## config.mk

```make
export PLATFORM = sky130hd
export DESIGN_NAME = proc_seq_ctrl_flat
export DESIGN_NICKNAME = d
export VERILOG_FILES = /design/src/rtl/proc_seq_ctrl_pkg.sv /design/src/rtl/proc_seq_ctrl_if.sv /design/src/rtl/proc_seq_ctrl_alu.sv /design/src/rtl/proc_seq_ctrl.sv /design/src/flat_wrapper.sv
export SDC_FILE = /design/constraint.sdc
export NUM_CORES = 2
export LEC_CHECK = 0
export ABC_CLOCK_PERIOD_IN_PS = 10400
export CAP_MARGIN = 20
export CORE_MARGIN = 1.5
export CORE_UTILIZATION = 30
export DETAILED_ROUTE_END_ITERATION = 16
export DONT_BUFFER_PORTS = 1
export GPL_TIMING_DRIVEN = 1
export HOLD_SLACK_MARGIN = 0.03
export PLACE_DENSITY = 0.46
export SLEW_MARGIN = 20
export SYNTH_ARGS = -nofsm -noshare
export SYNTH_HDL_FRONTEND = slang
export SYNTH_SLANG_ARGS = --single-unit
```

## constraint.sdc

```tcl
create_clock -name CLK -period 10.4 [get_ports CLK]
set_input_delay 1.04 -clock CLK [delete_from_list [all_inputs] [get_ports CLK]]
set_output_delay 1.04 -clock CLK [all_outputs]
set_load 0.03 [all_outputs]
```

## src/rtl/proc_seq_ctrl_pkg.sv

```systemverilog
// proc_seq_ctrl_pkg: widths, opcode constants and sequencer state encoding
package proc_seq_ctrl_pkg;
  localparam int DATA_WIDTH = 32;
  localparam int ADDR_WIDTH = 10;
  localparam int OP_WIDTH = 4;
  localparam int DEPTH = 2 ** ADDR_WIDTH;
  localparam logic [OP_WIDTH-1:0] OP_ADD = 4'd0;
  localparam logic [OP_WIDTH-1:0] OP_SUB = 4'd1;
  localparam logic [OP_WIDTH-1:0] OP_AND = 4'd2;
  localparam logic [OP_WIDTH-1:0] OP_OR = 4'd3;
  localparam logic [OP_WIDTH-1:0] OP_XOR = 4'd4;
  localparam logic [OP_WIDTH-1:0] OP_MUL = 4'd5;
  localparam logic [OP_WIDTH-1:0] OP_PASSA = 4'd6;
  typedef enum logic [1:0] {S_IDLE, S_RUN, S_DRAIN, S_DONE} state_t;
endpackage

```

## src/rtl/proc_seq_ctrl_if.sv

```systemverilog
// proc_seq_ctrl_if: memory bus (shared A/B/OP read port, OUT write port); master = sequencer, slave = memories
interface proc_seq_ctrl_if;
  import proc_seq_ctrl_pkg::*;
  logic [ADDR_WIDTH-1:0] mem_raddr_o;
  logic mem_ren_o;
  logic [DATA_WIDTH-1:0] a_rdata_i;
  logic [DATA_WIDTH-1:0] b_rdata_i;
  logic [OP_WIDTH-1:0] op_rdata_i;
  logic [ADDR_WIDTH-1:0] out_waddr_o;
  logic [DATA_WIDTH-1:0] out_wdata_o;
  logic out_we_o;
  modport master (
    output mem_raddr_o, mem_ren_o, out_waddr_o, out_wdata_o, out_we_o,
    input a_rdata_i, b_rdata_i, op_rdata_i
  );
  modport slave (
    input mem_raddr_o, mem_ren_o, out_waddr_o, out_wdata_o, out_we_o,
    output a_rdata_i, b_rdata_i, op_rdata_i
  );
endinterface

```

## src/rtl/proc_seq_ctrl_alu.sv

```systemverilog
// proc_alu: combinational ALU (op, a, b -> y, illegal); unknown opcodes pass a and flag illegal
module proc_alu
  import proc_seq_ctrl_pkg::*;
(
  input  logic [OP_WIDTH-1:0]   op,
  input  logic [DATA_WIDTH-1:0] a,
  input  logic [DATA_WIDTH-1:0] b,
  output logic [DATA_WIDTH-1:0] y,
  output logic                  illegal
);
  always_comb begin
    illegal = 1'b0;
    y = a;
    case (op)
      OP_ADD: y = a + b;
      OP_SUB: y = a - b;
      OP_AND: y = a & b;
      OP_OR: y = a | b;
      OP_XOR: y = a ^ b;
      OP_MUL: y = a * b;
      OP_PASSA: y = a;
      default: illegal = 1'b1;
    endcase
  end
endmodule

```

## src/rtl/proc_seq_ctrl.sv

```systemverilog
// proc_seq_ctrl: vector job sequencer (CLK/RST, start_i/len_i launch, busy_o/done_o/err_o status, mem bus master)
module proc_seq_ctrl
  import proc_seq_ctrl_pkg::*;
(
  input  logic                CLK,
  input  logic                RST,
  input  logic                start_i,
  input  logic [ADDR_WIDTH:0] len_i,
  output logic                busy_o,
  output logic                done_o,
  output logic                err_o,
  proc_seq_ctrl_if.master     mem
);
  state_t state, state_n;
  logic start_d, launch, last_rd, p1_v, illegal;
  logic [ADDR_WIDTH:0] len_q, rd_cnt;
  logic [ADDR_WIDTH-1:0] p1_tag;
  logic [DATA_WIDTH-1:0] alu_y;
  proc_alu u_alu (
    .op(mem.op_rdata_i),
    .a(mem.a_rdata_i),
    .b(mem.b_rdata_i),
    .y(alu_y),
    .illegal(illegal)
  );
  assign launch = (state == S_IDLE) && start_i && !start_d;
  assign last_rd = rd_cnt == len_q - 1'b1;
  assign busy_o = (state == S_RUN) || (state == S_DRAIN);
  assign done_o = state == S_DONE;
  assign mem.mem_ren_o = state == S_RUN;
  assign mem.mem_raddr_o = (state == S_RUN) ? rd_cnt[ADDR_WIDTH-1:0] : '0;
  // DRAIN ends when the write on the bus is the last one: nothing left in the read stage
  always_comb begin
    state_n = state;
    case (state)
      S_IDLE: state_n = launch ? ((len_i == '0) ? S_DONE : S_RUN) : S_IDLE;
      S_RUN: state_n = last_rd ? S_DRAIN : S_RUN;
      S_DRAIN: state_n = (mem.out_we_o && !p1_v) ? S_DONE : S_DRAIN;
      S_DONE: state_n = start_i ? S_DONE : S_IDLE;
      default: state_n = S_IDLE;
    endcase
  end
  always_ff @(posedge CLK) begin
    if (RST) begin
      state <= S_IDLE;
      start_d <= 1'b0;
      len_q <= '0;
      rd_cnt <= '0;
      p1_v <= 1'b0;
      p1_tag <= '0;
      err_o <= 1'b0;
      mem.out_we_o <= 1'b0;
      mem.out_waddr_o <= '0;
      mem.out_wdata_o <= '0;
    end else begin
      state <= state_n;
      start_d <= start_i;
      len_q <= launch ? len_i : len_q;
      rd_cnt <= launch ? '0 : (mem.mem_ren_o ? rd_cnt + 1'b1 : rd_cnt);
      p1_v <= mem.mem_ren_o;
      p1_tag <= mem.mem_raddr_o;
      mem.out_we_o <= p1_v;
      mem.out_waddr_o <= p1_tag;
      mem.out_wdata_o <= p1_v ? alu_y : '0;
      err_o <= launch ? 1'b0 : (err_o | (p1_v & illegal));
    end
  end
endmodule
```

## src/flat_wrapper.sv

```systemverilog
// flat-port wrapper written by rule: the top's interface ports become plain ports
module proc_seq_ctrl_flat import proc_seq_ctrl_pkg::*;
  (CLK, RST, start_i, len_i, busy_o, done_o, err_o, mem_mem_raddr_o, mem_mem_ren_o, mem_out_waddr_o, mem_out_wdata_o, mem_out_we_o, mem_a_rdata_i, mem_b_rdata_i, mem_op_rdata_i);
  proc_seq_ctrl_if mem_i ();
  input  logic CLK;
  input  logic RST;
  input  logic start_i;
  input  logic [ADDR_WIDTH:0] len_i;
  output logic busy_o;
  output logic done_o;
  output logic err_o;
  output wire logic [$bits(mem_i.mem_raddr_o)-1:0] mem_mem_raddr_o;
  output wire logic [$bits(mem_i.mem_ren_o)-1:0] mem_mem_ren_o;
  output wire logic [$bits(mem_i.out_waddr_o)-1:0] mem_out_waddr_o;
  output wire logic [$bits(mem_i.out_wdata_o)-1:0] mem_out_wdata_o;
  output wire logic [$bits(mem_i.out_we_o)-1:0] mem_out_we_o;
  input wire logic [$bits(mem_i.a_rdata_i)-1:0] mem_a_rdata_i;
  input wire logic [$bits(mem_i.b_rdata_i)-1:0] mem_b_rdata_i;
  input wire logic [$bits(mem_i.op_rdata_i)-1:0] mem_op_rdata_i;
  assign mem_mem_raddr_o = mem_i.mem_raddr_o;
  assign mem_mem_ren_o = mem_i.mem_ren_o;
  assign mem_out_waddr_o = mem_i.out_waddr_o;
  assign mem_out_wdata_o = mem_i.out_wdata_o;
  assign mem_out_we_o = mem_i.out_we_o;
  assign mem_i.a_rdata_i = mem_a_rdata_i;
  assign mem_i.b_rdata_i = mem_b_rdata_i;
  assign mem_i.op_rdata_i = mem_op_rdata_i;
  proc_seq_ctrl u_core (.CLK(CLK), .RST(RST), .start_i(start_i), .len_i(len_i), .busy_o(busy_o), .done_o(done_o), .err_o(err_o), .mem(mem_i));
endmodule
```

==> flow_summary.yaml <==
floorplanning:
  fp-row-count: 98
  start_util: 0.305
  die_w_um: 273
  die_area_um2: 74600
  core_area_um2: 71900
  chipHeight_um: 273
  ios: 139
worst_setup_path:
  max_stage_delay_ps: 740
  cp_max_fo: 17
  worstPathRequired_ps: 10650
  worst-setup-path-type: "in -> reg"
  cp_data_arrival_time_ps: 8960
  crit_family: "adder cells"
  cp_cell_sequence: "clkinv_1 > buf_4 > nor2_1 > fa_1 > fa_1 > fa_1 > inv_1 > fa_1 > inv_1 > fa_1 > fa_1 > fa_1 > fa_1 > ha_1 > and4_1 > and2_1 > a221oi_1 > nand2_1 > o21ai_0 > o2111ai_1 > xor2_1 > a21oi_1 > o211ai_1"
  crit_path_end_kind: "register"
  path_common_cell: "fa_1"
  path_buf_inv: 4
  startpoint_type: "input port"
  worst_path_max_delay_cell: "o21ai_0"
sta:
  max_freq_ghz: 0.115
  period_share: 0.838
  slew_viol_final: 0
  final-hold-violation-count: 0
  grt_setup_unrepaired: "false"
  min_period_ps: 8710
  slew_headroom: 0.326
  timing.setup.tns_ps: 0
  tightest_slew_ps: 1000
  skew_ps: 32.7
  setup-violations-final: 0
place:
  io_buffers: 0
  place_area_um2: 22900
  gp_congestion: 0.953
  dp_hpwl_mm: 70.4
detailed_routing:
  dr.pass1.iters: 12
  wl_mm: 89.3
  drc: 2
  vias: 18200
  drtAntennaViolNets: 0
  routedWlPerCell_um: 25.7
  viasPerCell: 5.24
  drt_iter0_markers: 1503
status:
  status: "complete, but fails checks"
  violations: "design-rule violations"
logic_synthesis:
  synth_cell_types: 74
  yosysTopAreaCell: "fa_1"
  synth_common_cells: "438 x inv_1, 409 x fa_1, 358 x nor2_1"
  synthesis.nets: 3310
  synthArstFlopShare: 0
  synth_top_area_share: 0.374
  synthCells: 2594
  yosysWarnings: 0
  ys_seq_area_frac: 0.0731
  synth_ff_type: "dfxtp_1"
  synth_area_per_cell_um2: 8.44
  synthTopCellsByArea: "fa_1 37%, ha_1 13%, inv_1 7.5%, dfxtp_1 7.3%, nor2_1 6.1%"
  yosysMostFrequentCell: "inv_1"
  synth-edff-count: 0
  synth_area_um2: 21900
  synth_seq_cells: 80
cells_and_area:
  drive_above_1_share: 0.0314
  final.fill_count: 7614
  final_area_um2: 23200
  multiInputGateArea_um2: 18100
  syn2layout_area_growth_pct: 6.07
  ff_latch_area_um2: 1600
  fin_nets: 3227
clocking:
  hold_buffers: 0
  cts.sinks: 80
  postCtsSetupBuffers: 0
  clk_latency_ps: 400
  cts_tree: "built"
  htreeDepth: 3
  clkTransAtPathRegs_ps: 80
  clk_path_buf_depth: 2
  cts_buffers: 9
  root_buffer: "clkbuf_16"
  postCtsResizedCells: 0
global_route:
  grt_pass1_vias: 19600
  grt_pass1_wl_mm: 132
  antenna_found_initial: 1
  grt_overflow_total: 0
  grt_start_max_net_pins: 32
  grtUsageTotal: 0.244
flow_run:
  max_cap_violations: 0
worst_hold_path:
  min_path_type: "reg -> reg"
state kept, by name, summed over array words and instances (netlist names):
signal                  count
u_core.mem.out_wdata_o     32
u_core.len_q               11
u_core.rd_cnt              11
u_core.mem.out_waddr_o     10
u_core.p1_tag              10
u_core.state                2
u_core.err_o                1
u_core.mem.out_we_o         1
u_core.p1_v                 1
u_core.start_d              1
kinds of logic (layout without fill, tap and decap cells):
| logic type | Yosys count | after routing | share of synthesized area |
|---|---|---|---|
| simple gates | 803 | 803 | 0.156 |
| fa+ha+maj | 634 | 634 | 0.502 |
| buf+inv | 587 | 509 | 0.101 |
| compound gates | 326 | 326 | 0.101 |
| xor+xnor | 158 | 158 | 0.0641 |
| flops | 80 | 80 | 0.0731 |
| mux | 6 | 6 | 0.00274 |
| other cells | 0 | 1 | 0 |
worst reg2reg max path: cells and delay by family (launching register included):
kind,cells,cell delay [ps]
AND/OR/NAND/NOR,2,1150
AO/OA/AOI/OAI,4,790
flip-flops,1,350
multiplexers,2,330
layout make-up:
type / count / share of cell area
well taps: 950 / 0.0512
multi-input cells: 1927 / 0.780
clock buffers: 9 / 0.00969
flip-flops and latches: 80 / 0.0689
diodes: 1 / 0.000108
clock inverters: 7 / 0.00474
inverters: 458 / 0.0740
repair buffers: 35 / 0.0113
routing by layer:
metal / track usage / vias up / part of all wire
li1: - / 7939 / -
met1: 0.318 / 9348 / 0.42
met2: 0.391 / 750 / 0.46
met3: 0.0533 / 128 / 0.081
met4: 0.0958 / 2 / 0.043
met5: 0 / - / 0.00016
cells in the final DEF, fill, tap and decap left out, types with 6 or more instances in the layout:
cell       instances
nor3_1            20
a21o_1            18
a31oi_1           16
nand3_1           16
a211oi_1          20
nand2_1          285
inv_1            438
a221oi_1          38
and2_1            25
clkinv_1          17
a21oi_1           87
dfxtp_1           80
nand2b_1          11
o21a_1            10
o21bai_1           7
ha_1             225
buf_4             35
o221ai_1          12
xnor2_1          117
clkbuf_16          9
xor2_1            39
mux2i_1            6
o21ai_0           60
nor2_1           358
or3_1             11
nor2b_1           22
fa_1             409
and3_1             9
nand4_1           12
o211ai_1           8
path summary, 6_finish.rpt:
kind,depth (start not counted),slack [ps],from,endpoint
max,23,1690,mem_b_rdata_i[6],u_core.mem.out_wdata_o[30]
min,1,440,u_core.p1_tag[3],u_core.mem.out_waddr_o[3]
max reg2reg,8,7700,u_core.len_q[0],u_core.state[0]
min reg2reg,1,440,u_core.p1_tag[3],u_core.mem.out_waddr_o[3]
stage by stage:
step,worst slack (ps),std cells,hold slack [ps],util
after floorplan,2690,2594,414,-
after global placement,1510,3450,421,0.319
after detailed placement,1390,3450,428,0.319
after CTS,1770,3466,440,0.323
after global routing,1330,3466,439,0.323
final,1690,3467,439,0.323
Power is left out: the tool's default activity adds up to more than one toggle a clock period on the data nets, which glitch-free logic cannot reach.
